--- src/rtl/audio_softmute.sv ---
// audio_softmute: click-free stereo mute/unmute.
// Samples the core audio on a decimated tick, scales it by a 9-bit linear
// gain that ramps between 0 and 256 (unity), and presents registered
// samples with a one-cycle valid strobe two cycles after the tick.
module audio_softmute #(
    parameter int WIDTH  = 16,
    parameter int CE_DIV = 1750,
    parameter int STEP   = 1
) (
    input  logic                    clk_sys,
    input  logic                    reset_n,
    input  logic                    mute,
    input  logic signed [WIDTH-1:0] in_l,
    input  logic signed [WIDTH-1:0] in_r,
    output logic signed [WIDTH-1:0] out_l,
    output logic signed [WIDTH-1:0] out_r,
    output logic                    out_valid,
    output logic                    muted
);

    localparam int             DW         = $clog2(CE_DIV);
    localparam logic [DW-1:0]  LP_DIV_MAX = DW'(CE_DIV - 1);
    localparam logic [9:0]     LP_STEP    = 10'(STEP);
    localparam logic [9:0]     LP_UNITY   = 10'd256;

    localparam logic [1:0] ST_MUTED  = 2'd0;
    localparam logic [1:0] ST_UP     = 2'd1;
    localparam logic [1:0] ST_ACTIVE = 2'd2;
    localparam logic [1:0] ST_DOWN   = 2'd3;

    logic                    r_mute_meta, r_mute_s;
    logic [DW-1:0]           r_div;
    logic [1:0]              r_state;
    logic [8:0]              r_g;
    logic [8:0]              r_g_s;
    logic signed [WIDTH-1:0] r_smp_l, r_smp_r;
    // [0]: sample captured (S1 busy), [1]: outputs just updated
    logic [1:0]              r_vld_pipe;

    logic                    w_tick;
    logic [9:0]              w_g10, w_g_inc, w_g_dec;
    logic signed [WIDTH+8:0] w_a_l, w_a_r, w_gx, w_p_l, w_p_r;
    logic                    w_unused;

    assign w_tick = (r_div == LP_DIV_MAX);

    // Saturating gain steps, evaluated in 10 bits so 256+STEP cannot wrap
    assign w_g10   = {1'b0, r_g};
    assign w_g_inc = ((w_g10 + LP_STEP) > LP_UNITY) ? LP_UNITY : (w_g10 + LP_STEP);
    assign w_g_dec = (w_g10 > LP_STEP) ? (w_g10 - LP_STEP) : 10'd0;

    // Sample x gain; gain is zero-extended so 256 stays positive
    assign w_a_l = {{9{r_smp_l[WIDTH-1]}}, r_smp_l};
    assign w_a_r = {{9{r_smp_r[WIDTH-1]}}, r_smp_r};
    assign w_gx  = {{WIDTH{1'b0}}, r_g_s};
    assign w_p_l = w_a_l * w_gx;
    assign w_p_r = w_a_r * w_gx;

    // Bits dropped by the >>>8 and the guard bit that can never differ from sign
    assign w_unused = ^{w_p_l[WIDTH+8], w_p_l[7:0], w_p_r[WIDTH+8], w_p_r[7:0]};

    assign out_valid = r_vld_pipe[1];
    assign muted     = (r_state == ST_MUTED);

    // Two-flop synchronizer; resets to "muted" so power-up is silent
    always_ff @(posedge clk_sys or negedge reset_n) begin
        if (!reset_n) begin
            r_mute_meta <= 1'b1;
            r_mute_s    <= 1'b1;
        end else begin
            r_mute_meta <= mute;
            r_mute_s    <= r_mute_meta;
        end
    end

    // Sample-rate divider producing one tick every CE_DIV cycles
    always_ff @(posedge clk_sys or negedge reset_n) begin
        if (!reset_n) r_div <= '0;
        else          r_div <= w_tick ? '0 : r_div + DW'(1);
    end

    // Ramp FSM; gain and state only move on a tick
    always_ff @(posedge clk_sys or negedge reset_n) begin
        if (!reset_n) begin
            r_state <= ST_MUTED;
            r_g     <= 9'd0;
        end else if (w_tick) begin
            case (r_state)
                ST_MUTED: if (!r_mute_s) begin
                    r_state <= ST_UP;
                    r_g     <= w_g_inc[8:0];
                end
                ST_UP: if (r_mute_s) begin
                    r_state <= ST_DOWN;
                    r_g     <= w_g_dec[8:0];
                end else begin
                    r_g <= w_g_inc[8:0];
                    if (w_g_inc == LP_UNITY) r_state <= ST_ACTIVE;
                end
                ST_ACTIVE: if (r_mute_s) begin
                    r_state <= ST_DOWN;
                    r_g     <= w_g_dec[8:0];
                end
                ST_DOWN: if (!r_mute_s) begin
                    r_state <= ST_UP;
                    r_g     <= w_g_inc[8:0];
                end else begin
                    r_g <= w_g_dec[8:0];
                    if (w_g_dec == 10'd0) r_state <= ST_MUTED;
                end
                default: begin
                    r_state <= ST_MUTED;
                    r_g     <= 9'd0;
                end
            endcase
        end
    end

    // S0: capture samples and the pre-update gain on the tick
    always_ff @(posedge clk_sys or negedge reset_n) begin
        if (!reset_n) begin
            r_smp_l <= '0;
            r_smp_r <= '0;
            r_g_s   <= 9'd0;
        end else if (w_tick) begin
            r_smp_l <= in_l;
            r_smp_r <= in_r;
            r_g_s   <= r_g;
        end
    end

    // S1->S2: scale, floor-shift by 8 and register outputs with valid strobe
    always_ff @(posedge clk_sys or negedge reset_n) begin
        if (!reset_n) begin
            r_vld_pipe <= 2'b00;
            out_l      <= '0;
            out_r      <= '0;
        end else begin
            r_vld_pipe <= {r_vld_pipe[0], w_tick};
            if (r_vld_pipe[0]) begin
                out_l <= w_p_l[WIDTH+7:8];
                out_r <= w_p_r[WIDTH+7:8];
            end
        end
    end

endmodule

--- config.mk ---
export PLATFORM = sky130hd
export DESIGN_NAME = audio_softmute
export DESIGN_NICKNAME = d
export VERILOG_FILES = /design/src/rtl/audio_softmute.sv
export SDC_FILE = /design/constraint.sdc
export NUM_CORES = 1
export LEC_CHECK = 0
export CAP_MARGIN = 30
export CORE_UTILIZATION = 60
export CTS_CLUSTER_DIAMETER = 80
export CTS_CLUSTER_SIZE = 40
export DETAILED_ROUTE_END_ITERATION = 10
export DONT_BUFFER_PORTS = 1
export PLACE_DENSITY = 0.76
export SKIP_LAST_GASP = 1
export SYNTH_ARGS = -nofsm -noshare
export SYNTH_HDL_FRONTEND = slang
export SYNTH_SLANG_ARGS = --single-unit
--- constraint.sdc ---
create_clock -name clk_sys -period 5.6 [get_ports clk_sys]
set_input_delay 1.68 -clock clk_sys [delete_from_list [all_inputs] [get_ports clk_sys]]
set_output_delay 1.68 -clock clk_sys [all_outputs]
set_load 0.005 [all_outputs]
== Yosys cells after proc, flatten, opt, wreduce, memory -nomap -nowiden ==
Index checks and enable logic that the tools add are counted.

* Register bits after elaboration: 99
* Input bits: 35
* Output and inout port bits: 34
* Logic and storage cells: 46

* Add/subtract/negate cells: 3
* $mul: 2
* $lt $le $gt $ge: 2
* Equality and inequality tests: 9
* Multiplexer cells: 14
* Reductions and logical operators: 5

{| class="wikitable"
|+ Operators with widths
! operator !! number
|-
| 16-bit by 10-bit multiplier with 24-bit output || 2
|-
| 9-bit two-way mux || 3
|-
| 9-bit case mux with 3 select lines || 1
|-
| 10-bit two-way mux || 2
|-
| 2-bit two-way mux || 6
|-
| 11-bit by 1-bit adder with 11-bit output, second input constant || 1
|-
| 11-bit equality test, second input constant || 1
|-
| 11-bit two-way mux || 1
|-
| 9-bit by 1-bit adder with 10-bit output, second input constant || 1
|-
| 10-bit by 9-bit equality test with 1-bit output, second input constant || 1
|-
| 10-bit by 9-bit greater-than comparator with 1-bit output, second input constant || 1
|-
| 10-bit zero test || 1
|-
| 9-bit by 1-bit subtractor with 10-bit output, second input constant || 1
|-
| 9-bit by 1-bit greater-than comparator with 1-bit output, second input constant || 1
|-
| 2-bit case mux with 4 select lines || 1
|-
| 3-bit inequality test, second input constant || 2
|-
| 5-bit AND reduction || 1
|-
| 2-bit equality test, second input constant || 2
|-
| 2-bit inequality test, second input constant || 2
|-
| 3-bit AND reduction || 1
|-
| 2-bit by 1-bit equality test with 1-bit output, second input constant || 1
|-
| 2-bit zero test || 1
|-
| 2-bit OR reduction || 1
|}

== Depth between registers and ports, before layout ==
Gate-level depths: netlist (run 1).

* Depth in word-level cells: 7
* Depth in mapped cells: 21
* Mapped depth without buffers: 20

== Worst setup path after synthesis (run 1) ==
Ideal clock, no wire load.

* Path type: reg-to-reg
* Start point: reg r_g_s[1]
* End point: reg out_l[15]
* Data arrival time: 5221 ps
* Required time: 5475 ps
* Setup slack: 254 ps
* Cell stages (with the launch flop): 21
* Path buffers: 1
* Path through: dfrtp_1 > clkbuf_1 > nand2_1 > fa_1 > inv_1 > fa_1 > inv_1 > fa_1 > inv_1 > fa_1 > inv_1 > fa_1 > inv_1 > ha_1 > and3_1 > a32o_1 > a311oi_2 > o21ai_1 > a21oi_2 > xnor2_1 > mux2_2

* Word-level cells in the longest chain between the ends: 1

{| class="wikitable"
|+ Ends and longest elaborated chain
! element !! line !! RTL
|-
| from (decl) || 35 || <nowiki>logic [8:0] r_g_s;</nowiki>
|-
| from (signal assigned) || 128 || <nowiki>r_g_s <= r_g;</nowiki>
|-
| 16-bit by 10-bit multiplier with 24-bit output || 56 || <nowiki>assign w_p_l = w_a_l * w_gx;</nowiki>
|-
| to (signal assigned) || 141 || <nowiki>out_l <= w_p_l[WIDTH+7:8];</nowiki>
|-
| to (decl) || 15 || <nowiki>output logic signed [WIDTH-1:0] out_l,</nowiki>
|}

No other way between the ends.
A chain may end at the register's enable or synchronous reset.

== Worst setup path after layout (run 1) ==
* Start point: reg r_g_s[4]
* End point: reg out_l[15]

Same word-level chain as after synthesis.

==> flow_metrics.tcl, run 1 <==
set metrics [dict create \
    netlist_instances 1461 \
    drive_above_1_share 0.107 \
    yosys-top-cells-area "fa_1, dfrtp_1, ha_1" \
    fillCellCount 1803 \
    hold_ws_ns 0.364 \
    drc 0 \
    finalPower_mw 1.37 \
    cts_tree "done" \
    p_int_mw 1.04 \
    pwr-share-comb 0.001 \
    ir_worst_vdd_v 0.000118 \
    placementRows 55 \
    synth-edff-count 0 \
    dpl.cell_count 1713 \
    worstPathCellList "buf_12 -> nand2_1 -> fa_1 -> inv_1 -> fa_1 -> fa_1 -> fa_1 -> inv_1 -> fa_1 -> inv_1 -> ha_1 -> a21o_1 -> a21oi_1 -> o2bb2ai_1 -> a311oi_4 -> o21ai_2 -> a21oi_2 -> xnor2_1 -> mux2_2" \
    leakage_nw 8.09 \
    core_um2 22700 \
    p_seq_frac 0.524 \
    slew_violations 0 \
    final_nets 1811 \
    antenna_cells 0 \
    p_switching_mw 0.326 \
    synthFlopType "dfrtp_1" \
    outcome "finished, final reports clean" \
    cts_sinks 99 \
    initial_core_util 0.615 \
    worst-setup-path-type "reg2reg" \
    vias_per_cell 5.66 \
    vias 9779 \
    ys_async_sr_fraction 1.00 \
    port_buffers 0 \
    skew_ns 0.0124 \
    clk_latency_ns 0.36 \
    design_area_um2 14800 \
    die_h_um 155 \
    startpoint_type "flip-flop" \
    layout_common_cells "inv_1, fa_1, nand2_1, and2_1, ha_1" \
    syn_area_um2 14000 \
    dpl_cell_area_um2 14400 \
    dieWidth_um 155 \
    ioPinCount 69 \
    drv_cap 0 \
    hold_path.startpoint "r_mute_meta" \
    multi_input_area_um2 10200 \
    fmax_mhz 185 \
    hold_violations 0 \
    fin_util 0.650 \
    end_kind "flip-flop" \
    max_slew_margin 0.434 \
    cp_common_cell "fa_1" \
    finalWorstSetupSlack_ns 0.181 \
    place_congestion 0.913 \
    hold_path_depth 0 \
    drt_iter0_markers 491 \
    tightestPinTransition_ns 0.848 \
    final.setup.tns_ns 0 \
    grt_pass1_vias 10700 \
    synth_top_area_cell "fa_1" \
    root_buffer "clkbuf_16" \
    netlist.area_leader.share 0.327 \
    min_period_ns 5.42 \
    cp.required_ns 5.85 \
    fin_cells 1729 \
    syn_nets 1833 \
    reg2reg_from "r_g_s[4]" \
    die-area_um2 23900 \
    ys_types 74 \
    setup_violations 0 \
    layout_commonest_cell "inv_1" \
    swShare 0.239 \
    grtUsageTotal 0.275 \
    holdPathEnd "r_mute_s" \
    grt-ovfl-total 0 \
    ys_warn_count 0 \
    cts_buffers 9 \
    rr_worst_depth 19 \
    hp-class "reg2reg" \
    timing.rr.end "out_l[15]" \
    hpwl_mm 23.5 \
    rrSetupSlack_ns 0.18 \
    syn2layout_area_growth_pct 5.72 \
    pre_cts_slack_ns 0.0744 \
    antenna_found_initial 1 \
    wl_per_cell_um 17.2 \
    pwr-share-clk 0.475 \
    first_pass_iters 5 \
    wl_mm 29.8 \
    htreeDepth 3 \
    syn_area_per_cell_um2 9.56 \
    grt_max_degree 100 \
    detail-route-antenna-nets 0 \
    crit_path_max_fanout 17 \
    grt_pass1_wl_mm 51.5 \
    arrival_ns 5.67 \
    powerDensity_nw_per_um2 92.5 \
    cts_max_path_buffers 2 \
    seq_area_frac_synth 0.178 \
    regArea_um2 2490 \
    max_stage_delay_ns 0.56 \
    cts.clk_slew.worst_paths_ns 0.08 \
    ys_seq_elements 99 \
    fin_crit_sh 0.968 \
    crit_slowest_cell "fa_1" \
]
==> kinds of logic (layout without fill, tap and decap cells) <==
logic type | count (synthesis) | after routing | share of synthesized area
AND/OR/NAND/NOR | 442 | 442 | 0.159
buffers and inverters | 349 | 332 | 0.0957
adder cells (fa/ha/maj) | 337 | 337 | 0.424
AO/OA/AOI/OAI | 122 | 122 | 0.0623
flip-flops | 99 | 99 | 0.178
multiplexers | 61 | 61 | 0.0489
XOR/XNOR | 51 | 51 | 0.0320
==> cell usage after synthesis, types with 4 or more instances <==
| master | n |
|---|---|
| o31ai_1 | 6 |
| dfrtp_1 | 97 |
| a311oi_2 | 4 |
| nor2b_1 | 6 |
| or3_1 | 6 |
| o221ai_1 | 5 |
| o21ai_0 | 17 |
| xor2_1 | 21 |
| nand3_1 | 17 |
| nand4_1 | 6 |
| fa_1 | 228 |
| o21a_1 | 5 |
| and3_1 | 5 |
| a21oi_1 | 24 |
| nand2_1 | 192 |
| buf_4 | 4 |
| a21o_1 | 13 |
| and2_1 | 139 |
| nor4_1 | 4 |
| nor2_1 | 31 |
| o21ai_1 | 11 |
| xnor2_1 | 30 |
| ha_1 | 109 |
| mux2_2 | 57 |
| nor3_1 | 11 |
| clkbuf_1 | 65 |
| inv_1 | 275 |
==> worst max-delay path, delay by kind of cell, from the launching register on <==
| family | cells | cell delay, ns |
|---|---|---|
| AOI/OAI and AO/OA | 6 | 1.29 |
| muxes | 1 | 0.26 |
| DFF | 1 | 0.42 |
| buffers and inverters | 4 | 0.31 |
| and+or+nand+nor | 1 | 0.09 |
| xor gates and xnor gates | 1 | 0.07 |
| adders and majority gates | 6 | 2.85 |
==> power by group through the flow <==
| stage | combinational [mW] | clock [mW] | sequential [mW] |
|---|---|---|---|
| floorplan | 0.000863 | 0 | 0.730 |
| global placement | 0.000918 | 0 | 0.730 |
| detailed placement | 0.000967 | 0 | 0.730 |
| CTS | 0.000971 | 0.668 | 0.716 |
| global route | 0.00111 | 0.688 | 0.716 |
| finish | 0.000981 | 0.649 | 0.716 |
==> registers in the layout (all words and copies together), names as in the netlist <==
name         count
r_mute_meta      1
out_r           16
r_g_s            9
r_mute_s         1
r_g              9
r_state          2
r_vld_pipe       2
out_l           16
r_smp_l         16
r_div           11
r_smp_r         16
==> repair_timing <==
action | 4_1_cts | 5_1_grt
resized for setup | 0 | 26
setup endpoints to repair | 0 | 14
hold buffers | 0 | 0
buffers inserted | 0 | 0
==> per-layer routing <==
metal  vias up  global-route usage  part of all wire
li1       4462                   -                 -
met1      5057               0.342              0.41
met2       204               0.489              0.52
met3        54              0.0448             0.047
met4         2              0.0882             0.023
met5         -                   0           0.00044
==> final cells by class <==
| class | count | area share |
|---|---|---|
| clock buffers | 10 | 0.0162 |
| clock inverters | 6 | 0.00398 |
| inverters | 275 | 0.0699 |
| multi-input cells | 1013 | 0.692 |
| flip-flops and latches | 99 | 0.169 |
| well taps | 285 | 0.0241 |
| repair buffers | 41 | 0.0249 |
==> worst max-delay path by stage <==
stage	to	slack (ns)	cells after the start	start
finish	out_l[15]	0.18	19	r_g_s[4]
global placement	out_l[15]	0.18	19	r_g_s[1]
detailed placement	out_r[15]	0.07	18	r_g_s[1]
floorplan	out_l[15]	0.25	20	r_g_s[1]
global route	out_l[12]	-0.01	19	r_g_s[5]
CTS	out_r[15]	0.07	18	r_g_s[1]
No activity file was read; power rests on OpenSTA's default activity.
==> inputs of run 2 (changes only) <==
--- a/config.mk
+++ b/config.mk
@@ -6,12 +6,12 @@
 export NUM_CORES = 1
 export LEC_CHECK = 0
 export CAP_MARGIN = 30
-export CORE_UTILIZATION = 60
+export CORE_UTILIZATION = 40
 export CTS_CLUSTER_DIAMETER = 80
 export CTS_CLUSTER_SIZE = 40
 export DETAILED_ROUTE_END_ITERATION = 10
 export DONT_BUFFER_PORTS = 1
-export PLACE_DENSITY = 0.76
+export PLACE_DENSITY = 0.53
 export SKIP_LAST_GASP = 1
 export SYNTH_ARGS = -nofsm -noshare
 export SYNTH_HDL_FRONTEND = slang
==> flow_metrics.tcl, run 2 (synthesis results as in run 1) <==
set metrics [dict create \
    grt_pass1_wl_mm 55.1 \
    skew_ns 0.0163 \
    slew_violations 0 \
    dieWidth_um 189 \
    cp_common_cell "fa_1" \
    layout_common_cells "inv_1, fa_1, nand2_1, and2_1, ha_1" \
    crit_buf_inv 6 \
    outcome "finished, final reports clean" \
    grt-ovfl-total 0 \
    finalPower_mw 1.39 \
    fin_crit_sh 0.963 \
    layout_commonest_cell "inv_1" \
    regArea_um2 2490 \
    cts_tree "done" \
    tightestPinTransition_ns 0.849 \
    place_congestion 0.856 \
    cts_sinks 99 \
    placementRows 68 \
    grt.met3_usage 0.0354 \
    root_buffer "clkbuf_16" \
    worstPathCellList "buf_4 -> buf_4 -> and2_1 -> fa_1 -> fa_1 -> inv_1 -> fa_1 -> inv_1 -> fa_1 -> inv_1 -> fa_1 -> inv_1 -> ha_1 -> and3_1 -> a32o_2 -> a311oi_2 -> o21bai_1 -> a21oi_1 -> xnor2_1 -> mux2_2" \
    arrival_ns 5.65 \
    pre_cts_slack_ns 0.0409 \
    max_stage_delay_ns 0.52 \
    max_slew_margin 0.433 \
    initial_core_util 0.405 \
    htreeDepth 3 \
    grtUsageTotal 0.197 \
    detail-route-antenna-nets 0 \
    finalWorstSetupSlack_ns 0.208 \
    design_area_um2 15100 \
    crit_path_max_fanout 5 \
    cp.required_ns 5.86 \
    dpl.cell_count 1895 \
    fmax_mhz 185 \
    syn2layout_area_growth_pct 7.79 \
    powerDensity_nw_per_um2 92.1 \
    dpl_cell_area_um2 14700 \
    wl_mm 31.8 \
    leakage_nw 8.16 \
    core_um2 34500 \
    startpoint_type "flip-flop" \
    port_buffers 0 \
    grt_busiest_layer "met2" \
    vias 9610 \
    grtUsageMet1 0.258 \
    grt_max_degree 100 \
    hpwl_mm 25.2 \
    cts.clk_slew.worst_paths_ns 0.08 \
    hp-class "reg2reg" \
    critPathTopFamily "adder cells" \
    first_pass_iters 4 \
    wl_per_cell_um 16.6 \
    setup_violations 0 \
    fillCellCount 3387 \
    drv_cap 0 \
    vias_per_cell 5.02 \
    hold_violations 0 \
    grt_pass1_vias 10700 \
    rsz0062_at_grt "true" \
    final_nets 1825 \
    die_h_um 189 \
    cts_buffers 9 \
    worst-setup-path-type "reg2reg" \
    min_period_ns 5.39 \
    die-area_um2 35700 \
    fin_cells 1916 \
    crit_slowest_cell "fa_1" \
    ioPinCount 69 \
    cts_max_path_buffers 2 \
    met2_usage 0.332 \
    drc 0 \
    end_kind "flip-flop" \
    drt_iter0_markers 440 \
    drive_above_1_share 0.111 \
    clk_latency_ns 0.39 \
    multi_input_area_um2 10200 \
    antenna_found_initial 5 \
    ir_worst_vdd_v 0.000165 \
]
[run 2: changes by cell type in the layout (fill, tap and decap cells not counted), moves of 2 or more]
cell	delta
dfrtp_2	-5
dfrtp_1	+5
diode_2	+3
a311oi_2	+2
clkinv_4	+2
a311oi_4	-2
o21ai_2	-2
o21ai_1	+2
buf_6	-3
buf_4	+16
[run 2: metal layers]
layer  wire length (um)  vias to the layer above
li1                   -                     4509
met1              14500                     4939
met2              15300                      122
met3               1220                       36
met4                706                        4
met5                 32                        -
[run 2: layout make-up]
| class | instances | share of cell area |
|---|---|---|
| multi-input cells | 1013 | 0.677 |
| flip-flops and latches | 99 | 0.165 |
| inverters | 275 | 0.0686 |
| well taps | 455 | 0.0378 |
| repair buffers | 55 | 0.0315 |
| clock buffers | 10 | 0.0159 |
| clock inverters | 6 | 0.00382 |
| diodes | 3 | 0.000499 |
[run 2: repair_timing]
| item | in CTS | in global routing |
|---|---|---|
| setup endpoints to repair | 0 | 13 |
| hold buffers | 0 | 0 |
| gates resized for setup | 0 | 14 |
| setup buffers | 0 | 2 |
[run 2: metrics by stage]
step / util / hold WS [ns] / TNS [ns]
CTS: 0.435 / 0.359 / 0
global placement: 0.426 / 0.347 / 0
floorplan: - / 0.345 / 0
finish: 0.437 / 0.357 / 0
detailed placement: 0.427 / 0.347 / 0
global route: 0.437 / 0.364 / -0.0372
[run 2: where the power goes]
part           internal (mW)  switching (mW)
logic               0.000537        0.000353
clock network          0.324           0.346
registers              0.715        0.000681
total                   1.04           0.347
[run 2: path summary, 6_finish.rpt]
path / from / end / slack, ns / depth (start not counted)
max in group asynchronous: reset_n / out_l[0] / 4.41 / 0
min in group asynchronous: reset_n / out_r[6] / 0.97 / 0
setup reg to reg: r_g_s[5] / out_l[12] / 0.21 / 20
setup / recovery: r_g_s[5] / out_l[12] / 0.21 / 20
hold / removal: r_mute_meta / r_mute_s / 0.36 / 0
hold reg to reg: r_mute_meta / r_mute_s / 0.36 / 0
==> inputs of run 3 (changes only) <==
--- a/config.mk
+++ b/config.mk
@@ -11,7 +11,7 @@
 export CTS_CLUSTER_SIZE = 40
 export DETAILED_ROUTE_END_ITERATION = 10
 export DONT_BUFFER_PORTS = 1
-export PLACE_DENSITY = 0.53
+export PLACE_DENSITY = 0.51
 export SKIP_LAST_GASP = 1
 export SYNTH_ARGS = -nofsm -noshare
 export SYNTH_HDL_FRONTEND = slang
==> constraint.sdc (replaced) <==
create_clock -name clk_sys -period 5.7 [get_ports clk_sys]
set_input_delay 1.71 -clock clk_sys [delete_from_list [all_inputs] [get_ports clk_sys]]
set_output_delay 1.71 -clock clk_sys [all_outputs]
set_load 0.005 [all_outputs]
==> flow_metrics.tcl, run 3 (synthesis results as in run 1) <==
set metrics [dict create \
    outcome "finished, final reports clean" \
    initial_core_util 0.405 \
    pre_cts_slack_ns 0.0987 \
    pwr-share-comb 0.001 \
    end_kind "flip-flop" \
    clk_latency_ns 0.38 \
    cts_sinks 99 \
    min_period_ns 5.45 \
    vias 9552 \
    cts.clk_slew.worst_paths_ns 0.09 \
    design_area_um2 15100 \
    pwr-share-clk 0.495 \
    startpoint_type "flip-flop" \
    grt_busiest_layer "met2" \
    dieWidth_um 189 \
    detail-route-antenna-nets 0 \
    cp.required_ns 5.97 \
    layout_common_cells "inv_1, fa_1, nand2_1, and2_1, ha_1" \
    finalWorstSetupSlack_ns 0.251 \
    met2_usage 0.334 \
    hp-class "reg2reg" \
    final_nets 1825 \
    fin_crit_sh 0.956 \
    cts_tree "done" \
    p_int_mw 1.05 \
    slew_violations 0 \
    grt_pass1_wl_mm 55.8 \
    grt_max_degree 100 \
    syn2layout_area_growth_pct 8.10 \
    tightestPinTransition_ns 0.841 \
    grtUsageTotal 0.201 \
    dpl_cell_area_um2 14700 \
    grt-ovfl-total 0 \
    ioPinCount 69 \
    die-area_um2 35700 \
    htreeDepth 3 \
    port_buffers 0 \
    grt.met3_usage 0.0356 \
    layout_commonest_cell "inv_1" \
    wl_per_cell_um 16.8 \
    place_congestion 0.821 \
    fin_util 0.438 \
    finalPower_mw 1.39 \
    fillCellCount 3384 \
    ir_worst_vdd_v 0.000163 \
    antenna_found_initial 7 \
    max_slew_margin 0.439 \
    drive_above_1_share 0.111 \
    final.setup.tns_ns 0 \
    swShare 0.246 \
    die_h_um 189 \
    first_pass_iters 5 \
    wl_mm 32.2 \
    fin_cells 1915 \
    drv_cap 0 \
    hpwl_mm 25.0 \
    drt_iter0_markers 377 \
    root_buffer "clkbuf_16" \
    leakage_nw 8.16 \
    arrival_ns 5.72 \
    cts_max_path_buffers 2 \
    cts_hold_buf 0 \
    powerDensity_nw_per_um2 92.3 \
    hold_ws_ns 0.360 \
    p_switching_mw 0.343 \
    worst-setup-path-type "reg2reg" \
    p_seq_frac 0.505 \
    hold_violations 0 \
    skew_ns 0.0121 \
    grtUsageMet1 0.273 \
    cts_buffers 9 \
    grt_pass1_vias 10500 \
    crit_path_max_fanout 17 \
    vias_per_cell 4.99 \
    fmax_mhz 184 \
    dpl.cell_count 1895 \
    core_um2 34500 \
    placementRows 68 \
    setup_violations 0 \
    drc 0 \
]
run 3: timing repair:
item / 4_1_cts / 5_1_grt
buffers inserted: 0 / 2
gates resized for setup: 0 / 13
endpoints found under the setup margin: 0 / 12
run 3: power by group through the flow:
stage                     clock [mW]  combinational, mW  sequential (mW)
after floorplan                    0           0.000848            0.718
after global placement             0           0.000903            0.718
after detailed placement           0           0.000949            0.718
after CTS                      0.720           0.000944            0.704
after global routing           0.734           0.000992            0.704
final                          0.690           0.000939            0.704
run 3: worst max-delay path: stages (launching register included):
cell and delay (ns):
dfrtp_1 0.40, buf_12 0.16, nand2_1 0.08, fa_1 0.51, inv_1 0.05, fa_1 0.49, inv_1 0.05, fa_1 0.52
inv_1 0.05, fa_1 0.47, inv_1 0.04, fa_1 0.47, inv_1 0.04, ha_1 0.33, and3_1 0.19, a32o_2 0.34
a311oi_2 0.41, o21ai_1 0.20, a21oi_2 0.18, xnor2_1 0.07, mux2_2 0.26
run 3: path summary, 6_finish.rpt:
check | startpoint | end | slack [ns] | cells past startpoint
setup reg to reg | r_g_s[2] | out_l[15] | 0.25 | 20
hold / removal | r_mute_meta | r_mute_s | 0.36 | 0
min in group asynchronous | reset_n | r_vld_pipe[1] | 1.01 | 0
setup / recovery | r_g_s[2] | out_l[15] | 0.25 | 20
max in group asynchronous | reset_n | r_mute_s | 4.51 | 0
hold reg to reg | r_mute_meta | r_mute_s | 0.36 | 0
run 3: routing by layer:
layer  vias up  wire (um)
li1       4500          -
met1      4901      15000
met2       117      15600
met3        28       1140
met4         6        408
met5         -         46
run 3: layout make-up:
type,instances,area [um2],share of cell area
diodes,3,7.51,0.000497
clock buffers,9,225,0.0149
clock inverters,6,80.1,0.00530
inverters,275,1030,0.0684
multi-input cells,1013,10200,0.675
flip-flops and latches,99,2490,0.165
well taps,455,569,0.0377
repair buffers,55,504,0.0334
